**config.mk**
```make
export PLATFORM = sky130hd
export DESIGN_NAME = serdes_multilane
export DESIGN_NICKNAME = d
export VERILOG_FILES = /design/src/rtl/serdes_pkg.sv /design/src/rtl/serdes_multilane_rx.sv /design/src/rtl/serdes_multilane.sv
export SDC_FILE = /design/constraint.sdc
export NUM_CORES = 1
export LEC_CHECK = 0
export ABC_AREA = 1
export CORE_MARGIN = 1
export CORE_UTILIZATION = 35
export CTS_BUF_LIST = sky130_fd_sc_hd__clkbuf_4 sky130_fd_sc_hd__clkbuf_8
export DETAILED_ROUTE_END_ITERATION = 10
export GPL_TIMING_DRIVEN = 0
export HOLD_SLACK_MARGIN = 0.15
export SLEW_MARGIN = 20
export SYNTH_ARGS = -nofsm -noshare
export SYNTH_HDL_FRONTEND = slang
export SYNTH_SLANG_ARGS = --single-unit
```
**constraint.sdc**
```tcl
create_clock -name clk_i -period 4.56 [get_ports clk_i]
set_input_delay 0.684 -clock clk_i [delete_from_list [all_inputs] [get_ports clk_i]]
set_output_delay 0.684 -clock clk_i [all_outputs]
set_load 0.02 [all_outputs]
```
**src/rtl/serdes_pkg.sv**
```systemverilog
// Shared types and elaboration helpers for the multi-lane serial link.
package serdes_pkg;

    typedef enum logic [1:0] {TX_IDLE, TX_SHIFT, TX_PARITY} tx_state_t;
    typedef enum logic [1:0] {RX_IDLE, RX_COLLECT, RX_CHECK} rx_state_t;

    // Widest lane slice the parity helper accepts; narrower slices are zero-extended.
    localparam int MAX_SLICE_W = 64;

    function automatic int beats_of(input int data_width, input int lanes);
        return data_width / lanes;
    endfunction

    function automatic int cnt_w_of(input int beats);
        return $clog2(beats + 1);
    endfunction

    function automatic logic lanes_divide(input int data_width, input int lanes);
        return (lanes >= 1) && (lanes <= data_width) && ((data_width % lanes) == 0);
    endfunction

    function automatic logic slice_parity(input logic [MAX_SLICE_W-1:0] slice);
        return ^slice;
    endfunction

endpackage

```
**src/rtl/serdes_multilane_rx.sv**
```systemverilog
// Receive side: gathers lane beats into a word, checks per-lane parity and
// holds the result in a single output register with a valid/ready handshake.
module serdes_multilane_rx
    import serdes_pkg::*;
#(
    parameter int DATA_WIDTH = 8,
    parameter int LANES      = 1,
    parameter int HAS_PARITY = 0
) (
    input  logic                  clk_i,
    input  logic                  rst_n_i,
    input  logic [LANES-1:0]      serial_i,
    input  logic                  enable_i,
    input  logic                  start_i,
    input  logic                  ready_in_i,
    output logic [DATA_WIDTH-1:0] parallel_out_o,
    output logic                  valid_out_o,
    output logic [LANES-1:0]      parity_err_o,
    output logic                  overrun_o,
    output logic                  frame_err_o
);

    localparam int BEATS = beats_of(DATA_WIDTH, LANES);
    localparam int CNT_W = cnt_w_of(BEATS);
    localparam logic [CNT_W-1:0] LAST_BEAT = CNT_W'(BEATS - 1);

    rx_state_t             state_q, state_d;
    logic [CNT_W-1:0]      beat_q, beat_d, cur_beat;
    logic [DATA_WIDTH-1:0] shift_q, shift_d, shift_in;
    logic [DATA_WIDTH-1:0] word_q, word_d, done_word;
    logic [LANES-1:0]      perr_q, perr_d, lane_perr, done_perr;
    logic                  valid_q, valid_d;
    logic                  overrun_q, overrun_d;
    logic                  frame_err_q, frame_err_d;
    logic                  data_beat, complete;

    for (genvar k = 0; k < LANES; k++) begin : g_lane
        if (BEATS == 1) begin : g_one
            assign shift_in[k] = serial_i[k];
        end else begin : g_many
            assign shift_in[k*BEATS +: BEATS] = {shift_q[k*BEATS +: BEATS-1], serial_i[k]};
        end
        assign lane_perr[k] = slice_parity(MAX_SLICE_W'(shift_q[k*BEATS +: BEATS])) ^ serial_i[k];
    end

    always_comb begin
        state_d     = state_q;
        beat_d      = beat_q;
        shift_d     = shift_q;
        word_d      = word_q;
        perr_d      = perr_q;
        valid_d     = valid_q && !ready_in_i;
        overrun_d   = 1'b0;
        frame_err_d = 1'b0;
        data_beat   = 1'b0;
        complete    = 1'b0;
        cur_beat    = beat_q;
        done_word   = shift_in;
        done_perr   = '0;

        if (enable_i) begin
            if (start_i) begin
                // A start always opens a fresh frame; whatever was in flight is lost.
                frame_err_d = (state_q != RX_IDLE);
                data_beat   = 1'b1;
                cur_beat    = '0;
            end else if (state_q == RX_COLLECT) begin
                data_beat = 1'b1;
            end else if (state_q == RX_CHECK) begin
                complete  = 1'b1;
                done_word = shift_q;
                done_perr = lane_perr;
            end

            if (data_beat) begin
                shift_d = shift_in;
                if (cur_beat == LAST_BEAT) begin
                    if (HAS_PARITY != 0) begin
                        state_d = RX_CHECK;
                        beat_d  = '0;
                    end else begin
                        complete = 1'b1;
                    end
                end else begin
                    state_d = RX_COLLECT;
                    beat_d  = cur_beat + CNT_W'(1);
                end
            end
        end

        // The output slot is free if empty or being drained this very cycle.
        if (complete) begin
            state_d = RX_IDLE;
            beat_d  = '0;
            if (!valid_q || ready_in_i) begin
                word_d  = done_word;
                perr_d  = done_perr;
                valid_d = 1'b1;
            end else begin
                overrun_d = 1'b1;
            end
        end
    end

    always_ff @(posedge clk_i or negedge rst_n_i) begin
        if (!rst_n_i) begin
            state_q     <= RX_IDLE;
            beat_q      <= '0;
            word_q      <= '0;
            perr_q      <= '0;
            valid_q     <= 1'b0;
            overrun_q   <= 1'b0;
            frame_err_q <= 1'b0;
        end else begin
            state_q     <= state_d;
            beat_q      <= beat_d;
            word_q      <= word_d;
            perr_q      <= perr_d;
            valid_q     <= valid_d;
            overrun_q   <= overrun_d;
            frame_err_q <= frame_err_d;
        end
    end

    always_ff @(posedge clk_i) begin
        shift_q <= shift_d;
    end

    assign parallel_out_o = word_q;
    assign valid_out_o    = valid_q;
    assign parity_err_o   = perr_q;
    assign overrun_o      = overrun_q;
    assign frame_err_o    = frame_err_q;

endmodule

```
**src/rtl/serdes_multilane.sv**
```systemverilog
// Multi-lane serial link: TX splits each word across LANES lanes MSB first,
// optionally followed by a parity beat; RX reassembles it, with optional loopback.
module serdes_multilane
    import serdes_pkg::*;
#(
    parameter int DATA_WIDTH = 8,
    parameter int LANES      = 1,
    parameter int HAS_PARITY = 0
) (
    input  logic                  clk_i,
    input  logic                  rst_n_i,
    input  logic [DATA_WIDTH-1:0] parallel_in_i,
    input  logic                  valid_in_i,
    output logic                  ready_o,
    output logic [LANES-1:0]      serial_out_o,
    output logic                  enable_o,
    output logic                  start_o,
    input  logic [LANES-1:0]      serial_in_i,
    input  logic                  enable_i,
    input  logic                  start_i,
    input  logic                  loopback_i,
    output logic [DATA_WIDTH-1:0] parallel_out_o,
    output logic                  valid_out_o,
    input  logic                  ready_in_i,
    output logic [LANES-1:0]      parity_err_o,
    output logic                  overrun_o,
    output logic                  frame_err_o
);

    localparam int BEATS = beats_of(DATA_WIDTH, LANES);
    localparam int CNT_W = cnt_w_of(BEATS);
    localparam logic [CNT_W-1:0] LAST_BEAT = CNT_W'(BEATS - 1);

    if (!lanes_divide(DATA_WIDTH, LANES)) begin : g_bad_lanes
        $error("serdes_multilane: DATA_WIDTH must be a multiple of LANES");
    end

    tx_state_t             state_q, state_d;
    logic [CNT_W-1:0]      beat_q, beat_d;
    logic [DATA_WIDTH-1:0] word_q, word_d, word_shift;
    logic [LANES-1:0]      par_q, par_d, in_par, in_msb, next_msb;
    logic [LANES-1:0]      serial_q, serial_d;
    logic                  enable_q, enable_d;
    logic                  start_q, start_d;
    logic [LANES-1:0]      rx_serial;
    logic                  rx_enable, rx_start;

    // Each lane slice is shifted left in place so its MSB is always the next bit out.
    for (genvar k = 0; k < LANES; k++) begin : g_lane
        assign in_msb[k] = parallel_in_i[k*BEATS + BEATS - 1];
        assign in_par[k] = slice_parity(MAX_SLICE_W'(parallel_in_i[k*BEATS +: BEATS]));
        if (BEATS == 1) begin : g_one
            assign word_shift[k] = 1'b0;
        end else begin : g_many
            assign word_shift[k*BEATS +: BEATS] = {word_q[k*BEATS +: BEATS-1], 1'b0};
        end
        assign next_msb[k] = word_shift[k*BEATS + BEATS - 1];
    end

    always_comb begin
        state_d  = state_q;
        beat_d   = beat_q;
        word_d   = word_q;
        par_d    = par_q;
        serial_d = '0;
        enable_d = 1'b0;
        start_d  = 1'b0;
        case (state_q)
            TX_IDLE: begin
                if (valid_in_i) begin
                    state_d  = TX_SHIFT;
                    beat_d   = '0;
                    word_d   = parallel_in_i;
                    par_d    = in_par;
                    serial_d = in_msb;
                    enable_d = 1'b1;
                    start_d  = 1'b1;
                end
            end
            TX_SHIFT: begin
                enable_d = 1'b1;
                if (beat_q == LAST_BEAT) begin
                    if (HAS_PARITY != 0) begin
                        state_d  = TX_PARITY;
                        serial_d = par_q;
                    end else begin
                        state_d  = TX_IDLE;
                        enable_d = 1'b0;
                    end
                end else begin
                    beat_d   = beat_q + CNT_W'(1);
                    word_d   = word_shift;
                    serial_d = next_msb;
                end
            end
            TX_PARITY: state_d = TX_IDLE;
            default:   state_d = TX_IDLE;
        endcase
    end

    always_ff @(posedge clk_i or negedge rst_n_i) begin
        if (!rst_n_i) begin
            state_q  <= TX_IDLE;
            beat_q   <= '0;
            serial_q <= '0;
            enable_q <= 1'b0;
            start_q  <= 1'b0;
        end else begin
            state_q  <= state_d;
            beat_q   <= beat_d;
            serial_q <= serial_d;
            enable_q <= enable_d;
            start_q  <= start_d;
        end
    end

    always_ff @(posedge clk_i) begin
        word_q <= word_d;
        par_q  <= par_d;
    end

    assign ready_o      = (state_q == TX_IDLE);
    assign serial_out_o = serial_q;
    assign enable_o     = enable_q;
    assign start_o      = start_q;

    assign rx_serial = loopback_i ? serial_q : serial_in_i;
    assign rx_enable = loopback_i ? enable_q : enable_i;
    assign rx_start  = loopback_i ? start_q  : start_i;

    serdes_multilane_rx #(
        .DATA_WIDTH(DATA_WIDTH),
        .LANES     (LANES),
        .HAS_PARITY(HAS_PARITY)
    ) u_rx (
        .clk_i         (clk_i),
        .rst_n_i       (rst_n_i),
        .serial_i      (rx_serial),
        .enable_i      (rx_enable),
        .start_i       (rx_start),
        .ready_in_i    (ready_in_i),
        .parallel_out_o(parallel_out_o),
        .valid_out_o   (valid_out_o),
        .parity_err_o  (parity_err_o),
        .overrun_o     (overrun_o),
        .frame_err_o   (frame_err_o)
    );

endmodule

```
Word level (Yosys, flattened, before mapping). Index checks and enable logic that the tools add are counted.

Flip-flop bits (word level): 42. Input bits: 16. Output and inout bits: 16.

Add/subtract/negate cells: 2. Bitwise operators: 1. Eq/ne operators: 9. Reduce and logical (&&, ||, !) cells: 15. Multiplexer cells: 52.

Operators by type and width (count): parity 64 bit (1); 2-to-1 mux 4 bit (8); 2-to-1 mux 8 bit (4); 2-to-1 mux 1 bit (27); 2-to-1 mux 7 bit (2); case mux 7 bit (2 select lines) (1); 2-to-1 mux 2 bit (6); adder 4 x 1 -> 4 bit (second input constant) (2); equality test 4 x 3 -> 1 bit (second input constant) (2); case mux 4 bit (2 select lines) (1); nonzero test 2 bit (4); inequality test 2 bit (second input constant) (3); AND reduction 2 bit (3); AND reduction 3 bit (2); equality test 2 x 1 -> 1 bit (second input constant) (2); case mux 1 bit (2 select lines) (2); case mux 2 bit (2 select lines) (1); equality test 2 bit (second input constant) (1); logical NOT 1 bit (2); logical NOT 2 bit (1); inequality test 2 x 1 -> 1 bit (second input constant) (1); logical AND 1 bit (1); logical OR 1 bit (1); XOR 1 bit (1).

Depth between registers and ports, before layout.
Word-level depth: 9. Gate-level depth with buffers: 10.

Modules after synthesis. Synthesis repeated with hierarchy kept, for this count alone.

Cell total of the unflattened synthesis: 161. Area total of the unflattened synthesis: 1669.1 µm².

By module, submodules not included: serdes_multilane_rx (area each 985.9 µm², instances 1, cells an instance 93, sequential area each 610.6 µm²); serdes_multilane (area each 683.2 µm², instances 1, cells an instance 68, sequential area each 410.4 µm²).

Least setup slack after synthesis. No wires, ideal clock.

Path kind: input -> register. Start point: input port loopback_i. End point: register u_rx.word_q[1], in the netlist u_rx.parallel_out_o[1]. Cell stages on the path: 9. Library setup time: 0.117 ns. Data arrival time: 1.686 ns. Path slack: 2.757 ns. Cells stage by stage: nand2_2 -> nand2_4 -> nor2_1 -> ha_1 -> nand4_4 -> nor2_8 -> nand3_4 -> nand2_1 -> nand2_1.

Cells in the longest elaborated chain, start to end: 8. Elaborated cells on any way between the ends: 14.

RTL lines: from (decl) (line serdes_multilane.sv:21) `input logic loopback_i,`; 2-to-1 mux 1 bit (line serdes_multilane.sv:129) `assign rx_start = loopback_i ? start_q : start_i;`; 2-to-1 mux 4 bit (line serdes_multilane_rx.sv:62) `if (start_i) begin`; 2-to-1 mux 4 bit (line serdes_multilane_rx.sv:61) `if (enable_i) begin`; equality test 4 x 3 -> 1 bit (line serdes_multilane_rx.sv:77) `if (cur_beat == LAST_BEAT) begin`; 2-to-1 mux 1 bit (line serdes_multilane_rx.sv:77); 2-to-1 mux 1 bit (line serdes_multilane_rx.sv:75) `if (data_beat) begin`; 2-to-1 mux 1 bit (line serdes_multilane_rx.sv:61); AND reduction 2 bit (no source line); to (signal assigned) (line serdes_multilane_rx.sv:117) `word_q <= word_d;`; to (decl) (line serdes_multilane_rx.sv:30) `logic [DATA_WIDTH-1:0] word_q, word_d, done_word;`.

Several ways; a longest one is shown, not always the timed one. The select of a mux whose other input is x is not followed. A chain may end at the register's enable or synchronous reset.

Worst setup path after layout.
Start point: register state_q[0]. End point: output port ready_o.

Cells in the longest elaborated chain, start to end: 1.

RTL lines: from (decl) (line serdes_multilane.sv:38) `tx_state_t state_q, state_d;`; from (signal assigned) (line serdes_multilane.sv:109) `state_q <= state_d;`; logical NOT 2 bit (line serdes_multilane.sv:122) `assign ready_o = (state_q == TX_IDLE);`; to (decl) (line serdes_multilane.sv:14) `output logic ready_o,`.

No other way between the ends.

==> impl_metrics.ini <==
[layout]
fin_cells = 250
n_antenna_cell = 0
syn2layout_area_growth_pct = 28.3
fin_util = 0.479
drive_above_1_share = 0.141
nets = 215

[sta]
period_share = 0.500
post-route-min-period_ns = 2.28
hold_violations = 0
fin_skew_ns = 0.0109
slew_headroom = 0.655
worst_pin_slew_ns = 0.518
final.setup.tns_ns = 0
holdWs_ns = 0.362
slew_viol_final = 0
rsz0062_at_grt = false
finalSetupViolCount = 0
timing.fmax_mhz = 438

[synth]
synth.ff_latch_count = 38
yosysWarnings = 0
syn_inst = 160
netlist_area_mm2 = 0.00166
synth.avg_cell_area_um2 = 10.4
yosysSeqAreaShare = 0.615
ys_types = 25
syn-num-nets = 178

[drt]
antenna_left = 0
avgRoutedWirePerCell_um = 11.7
drt_iter0_drc = 76
viasPerCell = 4.60
drc = 2
drt-total-wl_um = 2920
routed-via-count = 1151
firstDrtPassIters = 9

[run_status]
violations = DRC
status = finished with violations

[setup_path]
critPathMaxStageDelay_ns = 0.62
worst_setup_path_end_kind = output pin
worst_path_max_delay_cell = clkdlybuf4s50_1
cpLargestDelayFamily = buffers and inverters
worstSetupPathType = reg -> out
cp-start-kind = register
timing.critical_path.buf_inv = 3
crit_chain = buf_2, inv_2, clkdlybuf4s50_1
cp.required_ns = 3.88
arrival_ns = 1.60
path_max_fanout = 10

[global_routing]
antenna_found_initial = 0
grtUsageTotal = 0.131
grt_pass1_wl_um = 5020
grt_max_degree = 25
overflow = 0
grt_pass1_vias = 1128

[clocking]
cts_resized = 0
clk_latency_ns = 0.29
cts_tree = done
path_clk_slew_ns = 0.08
cts_buffers = 5
clock-sinks = 38
cts_setup_buffers = 0
cts_buffer_depth = 2
holdBufCountCts = 0
htreeDepth = 2
root_buffer = clkbuf_8

[floorplanning]
top_level_ports = 32
dieArea_mm2 = 0.00502
start_util = 0.374
rows = 24
die_w_um = 70.9
core_mm2 = 0.00444
fp.dieH_um = 70.9

[power_and_ir_drop]
leakagePower_nw = 0.990
vdd_drop_max_mv = 0.285
power.density_mw_per_mm2 = 612

[min_path]
worstHoldPathType = in -> async

[placement]
detailed_place_hpwl_um = 2190
io_buffers = 30
gp_congestion = 0.834
dp.cells = 242

[run]
cap_violations = 0
==> per-layer routing <==
metal | GRT usage | vias up | wire [um]
met5 | 0 | - | 0
met1 | 0.149 | 519 | 1320
met2 | 0.225 | 33 | 1410
li1 | - | 593 | -
met4 | 0.0400 | 0 | 33
met3 | 0.0541 | 6 | 164
==> synthesized netlist by cell type <==
| cell | number | share of area |
|---|---|---|
| buf_4 | 1 | 0.0045 |
| nand3_1 | 8 | 0.024 |
| nor2_1 | 9 | 0.020 |
| o21ai_1 | 2 | 0.0060 |
| a22o_1 | 1 | 0.0053 |
| buf_2 | 2 | 0.0060 |
| edfxtp_1 | 14 | 0.25 |
| xor2_1 | 1 | 0.0053 |
| nand2_2 | 3 | 0.011 |
| nand4_1 | 8 | 0.030 |
| ha_1 | 2 | 0.015 |
| a21oi_1 | 1 | 0.0030 |
| nor2_8 | 1 | 0.012 |
| buf_12 | 1 | 0.012 |
| nand2_1 | 58 | 0.13 |
| inv_2 | 2 | 0.0045 |
| nand3_4 | 1 | 0.011 |
| nand4_4 | 1 | 0.013 |
| o21ai_0 | 2 | 0.0060 |
| or2_2 | 1 | 0.0038 |
| o21ai_2 | 3 | 0.016 |
| inv_1 | 10 | 0.023 |
| dfrtp_1 | 24 | 0.36 |
| nand2_4 | 3 | 0.020 |
| conb_1 | 1 | 0.0023 |
==> metrics by stage <==
stage | worst slack [ns] | area (um2) | power [mW]
final | 2.28 | 2130 | 1.30
after global placement | 2.05 | 2030 | 1.02
after detailed placement | 1.98 | 2030 | 1.04
after global routing | 2.16 | 2130 | 1.40
after CTS | 2.26 | 2130 | 1.32
after floorplan | 2.76 | 1660 | 0.879
==> where the power goes <==
part	leakage [nW]	internal [mW]	total, mW	switching (mW)
Combinational	0.483	0.177	0.438	0.261
Sequential	0.450	0.515	0.593	0.0773
Clock	0.0579	0.161	0.272	0.111
Total	0.990	0.853	1.30	0.450
==> layout by cell type, fill, tap and decap left out, types with 5 or more instances in the layout <==
cell type,n
dfrtp_1,24
nand3_1,8
clkdlybuf4s50_1,29
nor2_1,9
clkbuf_8,5
edfxtp_1,14
nand2_1,58
inv_1,10
nand4_1,8
==> cell families after synthesis <==
logic type / Yosys count / share of synthesized area
buf+inv: 16 / 0.0497
fa+ha+maj: 2 / 0.0151
simple gates: 93 / 0.277
compound gates: 9 / 0.0362
xor+xnor: 1 / 0.00528
other cells: 1 / 0.00226
flops: 38 / 0.615
==> state kept, by name, summed over array words and instances (netlist names), 4 cells and up <==
| name | cells |
|---|---|
| u_rx.parallel_out_o | 8 |
| u_rx.shift_q | 7 |
| word_q | 7 |
| beat_q | 4 |
| u_rx.beat_q | 4 |
==> area by class of cell <==
| class | instances | area (um2) |
|---|---|---|
| Sequential cell | 38 | 1020 |
| Fill cell | 404 | 2310 |
| Multi-Input combinational cell | 106 | 557 |
| Timing Repair Buffer | 30 | 295 |
| Tap cell | 52 | 65.1 |
| Inverter | 12 | 45.0 |
| Clock inverter | 3 | 40.0 |
| Buffer | 4 | 37.5 |
| Clock buffer | 5 | 68.8 |
==> final timing paths <==
kind,startpoint,to,slack (ns),cells past startpoint
min in group clk_i,u_rx.shift_q[4],u_rx.shift_q[5],0.46,0
setup / recovery,state_q[0],ready_o,2.28,3
setup reg to reg,start_o,u_rx.parallel_out_o[1],2.88,9
hold / removal,rst_n_i,u_rx.parallel_out_o[6],0.36,1
max in group asynchronous,rst_n_i,serial_out_o,3.84,1
hold reg to reg,u_rx.shift_q[4],u_rx.shift_q[5],0.46,0
Note: power is estimated with default switching activity, not from simulation.
==> RTL change 1, RTL diff (config.mk and constraints unchanged) <==
`DATA_WIDTH` is set to 8 in 2 places; all go to 6.
--- a/src/rtl/serdes_multilane_rx.sv
+++ b/src/rtl/serdes_multilane_rx.sv
@@ -3,7 +3,7 @@
 module serdes_multilane_rx
     import serdes_pkg::*;
 #(
-    parameter int DATA_WIDTH = 8,
+    parameter int DATA_WIDTH = 6,
     parameter int LANES      = 1,
     parameter int HAS_PARITY = 0
 ) (
--- a/src/rtl/serdes_multilane.sv
+++ b/src/rtl/serdes_multilane.sv
@@ -3,7 +3,7 @@
 module serdes_multilane
     import serdes_pkg::*;
 #(
-    parameter int DATA_WIDTH = 8,
+    parameter int DATA_WIDTH = 6,
     parameter int LANES      = 1,
     parameter int HAS_PARITY = 0
 ) (
Ports: changed (resized parallel_in_i and parallel_out_o); port bits go from 32 to 28. The function was not compared with the original's and may differ.
==> RTL change 1 against the unedited design <==
- sequential cell count down 8
- combinational power down 12%
- die area down 19%
- clock power down 19%
- routed wire length down 19%
- synthesized area down 20%
- total power down 18%
- setup slack better by 0.00064 ns
- cell area down 18%
- critical path type is now primary input to flip-flop
- critical endpoint is now u_rx.parallel_out_o[1]
==> RTL change 1: results (changes against the unedited design) <==
| Metric | Value |
|---|---|
| Largest cells by area after synthesis | `dfrtp_1 (38%), edfxtp_1 (23%), nand2_1 (12%), ha_1 (3.8%), nand2_2 (3.3%)` |
| Hold Path Class | `flip-flop to flip-flop` |
| Number of flip-flops under the largest register name | `6 (-2)` |
| Met2 WL post-DR | `1240 µm (-12%)` |
| RePlAce Congestion | `0.725 (-13%)` |
| Final hold viol count | `0 (unchanged)` |
| Post-CTS Setup Inserts | `0 (unchanged)` |
| Clock slew at reported path FFs | `0.06 ns (-0.02 ns)` |
| Layout cells sized above 1 | `0.172 (+0.0304)` |
| P_leak | `0.830 nW (-16%)` |
| Mean number of vias per cell | `4.45 (-3.3%)` |
| Clock root cell | `clkbuf_8` |
| H-tree Lvls | `2 (unchanged)` |
| Antenna diodes | `0 (unchanged)` |
| Post-cts gate resize count | `0 (unchanged)` |
| Final setup violation count | `0 (unchanged)` |
| Crit Path Max Fanout | `6 (-4)` |
| Top post-synthesis cells by count | `nand2_1 (42), dfrtp_1 (20), edfxtp_1 (10), inv_1 (10)` |
| Worst Skew | `0.00558 ns (-0.00534 ns)` |
| Final nets | `180 (-16%)` |
| Wire length on met1 | `997 µm (-24%)` |
| Largest net degree at the start of global routing | `21 (-16%)` |
| Synth Instances | `129 (-19%)` |
| Drt initial violations | `21 (-72%)` |
| Critical-path top delay cell | `clkdlybuf4s50_1` |
| HPWL after DPL | `1820 µm (-17%)` |
| Arrival time at the worst endpoint | `2.45 ns (+0.85 ns)` |
| Worst vdd ir | `248 µV (-13%)` |
| Total CTS buffers | `5 (unchanged)` |
| Clk Latency, worst-skew pair | `0.28 ns` |
| Mapped Nets | `147 (-17%)` |
| Top FF cell, synth | `dfrtp_1` |
| All-Layer GR Usage | `0.140 (+0.00908)` |
| First-pass GRT wire length | `4170 µm (-17%)` |
| Met3 WL post-DR | `107 µm (-35%)` |
| CTS Buffer Depth | `2 (unchanged)` |
| Port-buffer cells | `26 (-13%)` |
| Crit path largest cell delay | `0.56 ns (-0.06 ns)` |
| Status | `completed` |
| Final wirelength | `2380 µm (-19%)` |
| Internal power | `0.000693 W (-19%)` |
| Critical path's top delay family | `simple AND/OR/NAND/NOR gates` |
| Top Metal Used | `met4` |
| Register area share after synthesis | `0.602 (-0.0134)` |
| First-pass DRT Iterations | `4 (-5)` |
| Slew margin rel. | `0.409 (-0.245)` |
| Initial antenna violation count | `0 (unchanged)` |
| Synth unique cells | `24 (-4.0%)` |
| Post-synth EDFFs | `10 (-4)` |
| Synth warn | `0 (unchanged)` |
| Fraction of registers with async set/reset | `0.667 (+0.0351)` |
==> RTL change 1: cell type report <==
| type | count | area [µm²] |
|---|---|---|
| Timing Repair Buffer | 26 | 260 |
| Fill cell | 354 | 1910 |
| Sequential cell | 30 | 801 |
| Clock buffer | 7 | 90.1 |
| Inverter | 13 | 48.8 |
| Multi-Input combinational cell | 84 | 469 |
| Clock inverter | 1 | 5.00 |
| Buffer | 2 | 12.5 |
| Tap cell | 48 | 60.1 |
==> RTL change 1: logic make-up (layout without fill, tap and decap cells) <==
logic type               count (synthesis)  in the layout  synth area share
other                                    1              1           0.00282
buffers and inverters                   15             49            0.0461
adder cells (fa/ha/maj)                  4              4            0.0376
XOR/XNOR                                 1              1           0.00658
flip-flops                              30             30             0.602
AND/OR/NAND/NOR                         70             70             0.271
AO/OA/AOI/OAI                            8              8            0.0348
==> RTL change 1: final timing paths <==
path,from,end,slack [ns],depth (start not counted)
worst min-delay path,u_rx.shift_q[2],u_rx.shift_q[3],0.46,0
worst min register to register,u_rx.shift_q[2],u_rx.shift_q[3],0.46,0
max in group asynchronous,rst_n_i,beat_q[1],3.11,1
min in group asynchronous,rst_n_i,u_rx.frame_err_o,0.90,1
worst max register to register,start_o,u_rx.parallel_out_o[1],2.87,9
worst max-delay path,loopback_i,u_rx.parallel_out_o[1],2.28,11
==> RTL change 1: power groups by stage <==
stage	clock, W	sequential [W]	combinational (W)
2_1_floorplan	0	0.000496	0.000212
3_3_place_gp	0	0.000463	0.000377
3_5_place_dp	0	0.000467	0.000394
4_1_cts	0.000229	0.000464	0.000393
5_1_grt	0.000242	0.000475	0.000435
6_report	0.000220	0.000461	0.000384
==> RTL change 1: routing by layer <==
metal,global-route usage,vias up
li1,-,477
met3,0.0489,4
met2,0.238,26
met1,0.157,432
met5,0,-
met4,0.0597,0
==> RTL change 1: per-stage QoR <==
stage | utilization | area [µm²] | hold slack, ns | setup WS, ns | instances
after floorplan | - | 1330 | 0.388 | 2.77 | 129
after global placement | 0.451 | 1650 | 0.443 | 2.00 | 203
after CTS | 0.477 | 1750 | 0.457 | 2.26 | 211
after global routing | 0.477 | 1750 | 0.467 | 2.11 | 211
after detailed placement | 0.451 | 1650 | 0.442 | 1.96 | 203
final | 0.477 | 1750 | 0.457 | 2.28 | 211
==> RTL change 2, RTL diff (same settings) <==
Made on the original files. Make the reset (`rst_n_i`) synchronous in 2 clocked blocks.
--- a/src/rtl/serdes_multilane_rx.sv
+++ b/src/rtl/serdes_multilane_rx.sv
@@ -102,7 +102,7 @@
         end
     end
 
-    always_ff @(posedge clk_i or negedge rst_n_i) begin
+    always_ff @(posedge clk_i) begin
         if (!rst_n_i) begin
             state_q     <= RX_IDLE;
             beat_q      <= '0;
--- a/src/rtl/serdes_multilane.sv
+++ b/src/rtl/serdes_multilane.sv
@@ -98,7 +98,7 @@
         endcase
     end
 
-    always_ff @(posedge clk_i or negedge rst_n_i) begin
+    always_ff @(posedge clk_i) begin
         if (!rst_n_i) begin
             state_q  <= TX_IDLE;
             beat_q   <= '0;
Behaviour: differs if rst_n_i is asserted again (counterexample within 4 cycles, from zero or initial values and one cycle with rst_n_i low); with rst_n_i held inactive, the same outputs for 10 cycles.
==> RTL change 2 against the unedited design <==
- cell area shrank 1.8%
- synthesized area shrank 4.3%
- cell count grew 12%
- setup slack lost 0.069 ns
- utilization grew 0.13 points
- non-clock buffer count grew 1
- first-iteration DRC count grew 3.9%
- synthesized cell count grew 18%
- routed wire length grew 1.7%
- sequential cell count is the same
- critical path type is now primary input to flip-flop
- largest cell class unchanged
- highest routed layer unchanged
Power is not compared: it rests on default switching activity, and its combinational part moved more than twofold at a synthesized area within 25%.
==> RTL change 2: results (changes against the unedited design) <==
| Metric | Value |
|---|---|
| Fraction of registers with async set/reset | `0 (-0.632)` |
| Final nets | `244 (+13%)` |
| Arrival time at the worst endpoint | `2.54 ns (+0.94 ns)` |
| Via count | `1241 (+7.8%)` |
| Least-Margin Pin Slew | `0.911 ns (+0.393 ns)` |
| RR Endpoint | `beat_q[3]` |
| Final wirelength | `2970 µm (+1.7%)` |
| Top post-synthesis cells by count | `nand2_1 (61), dfxtp_1 (24), inv_1 (20)` |
| Number of flip-flops under the largest register name | `8 (unchanged)` |
| Clock root cell | `clkbuf_8` |
| Worst Skew | `0.00320 ns (-0.00772 ns)` |
| Total CTS buffers | `5 (unchanged)` |
| Clock slew at reported path FFs | `0.08 ns (about the same)` |
| WHS Endpoint | `u_rx.shift_q[6]` |
| R2R depth | `7 (-2)` |
| Mapped Nets | `207 (+16%)` |
| Inst Count DP | `271 (+12%)` |
| FF-to-FF setup slack | `2.69 ns (-0.19 ns)` |
| Final setup violation count | `0 (unchanged)` |
| Largest net degree at the start of global routing | `14 (-44%)` |
| Status | `completed` |
| Share of the synthesized area in the top cell type | `0.302 (-0.0594)` |
| Drt initial violations | `79 (+3.9%)` |
| Hold depth | `0` |
| First-pass GRT wire length | `5170 µm (+3.0%)` |
| RePlAce Congestion | `0.767 (-8.1%)` |
| Filler cells | `418 (+3.5%)` |
| Mean number of vias per cell | `4.45 (-3.4%)` |
| Largest cells by area after synthesis | `dfxtp_1 (30%), edfxtp_1 (26%), nand2_1 (14%), a21oi_1 (4.7%), inv_1 (4.7%)` |
| Crit path largest cell delay | `0.55 ns (-0.07 ns)` |
| Crit Reg-Reg Startpoint | `beat_q[0]` |
| Critical-path top delay cell | `clkdlybuf4s50_1` |
| Vias in the first global route | `1143 (+1.3%)` |
| Synth Instances | `189 (+18%)` |
| Initial antenna violation count | `0 (unchanged)` |
| Worst vdd ir | `185 µV` |
| P_leak | `0.858 nW` |
| Register area share after synthesis | `0.567 (-0.0480)` |
| Hold Path Class | `flip-flop to flip-flop` |
| Slew Limit Fails | `0 (unchanged)` |
| HPWL after DPL | `2180 µm (-0.17%)` |
| First-pass DRT Iterations | `4 (-5)` |
| All-Layer GR Usage | `0.138 (+0.00667)` |
| Beginning of the worst hold path | `u_rx.shift_q[5]` |
| Layout cells sized above 1 | `0.101 (-0.0401)` |
## RTL change 2: final cells by class
cell class                 count  area share
tap                           52      0.0311
sequential                    38       0.431
clock buffer                   5      0.0329
multi-input combinational    123       0.273
buffer                         5      0.0150
inverter                      23      0.0413
timing repair buffer          30       0.144
clock inverter                 3      0.0329
## RTL change 2: worst max path at each step
stage	from	to	slack [ns]	cells after the start
after floorplan	loopback_i	u_rx.parallel_out_o[0]	2.65	14
after global placement	loopback_i	u_rx.parallel_out_o[0]	1.89	14
after detailed placement	loopback_i	u_rx.parallel_out_o[0]	1.89	14
after CTS	loopback_i	u_rx.parallel_out_o[0]	2.20	14
after global routing	loopback_i	u_rx.parallel_out_o[2]	1.95	13
final	loopback_i	u_rx.parallel_out_o[0]	2.21	14
## RTL change 2: logic make-up (layout without fill, tap and decap cells)
family,after synthesis,count (layout),share of synthesized area
adder cells (fa/ha/maj),2,2,0.0157
other,1,1,0.00236
XOR/XNOR,1,1,0.00551
buffers and inverters,28,66,0.0740
flip-flops,38,38,0.567
AND/OR/NAND/NOR,99,99,0.271
AO/OA/AOI/OAI,20,20,0.0646
## RTL change 2: report_power, final
group          switching (W)   total, W  internal, W
clock               0.000124   0.000343     0.000219
combinational      0.0000396  0.0000686    0.0000290
sequential        0.00000761   0.000380     0.000372
## RTL change 2: metrics by stage
stage,power [W],hold slack [ns],setup slack (ns),instance area (µm²)
finish,0.000792,0.455,2.21,2090
CTS,0.000801,0.456,2.20,2090
detailed placement,0.000457,0.438,1.89,1950
global route,0.000826,0.482,1.95,2090
floorplan,0.000426,0.427,2.65,1590
global placement,0.000457,0.437,1.89,1950
## RTL change 2: metal layers
layer,up-vias,track usage,routed length [µm]
li1,676,-,-
met1,538,0.192,1520
met2,23,0.194,1280
met3,4,0.0349,107
met4,0,0.0748,58
met5,-,0,0
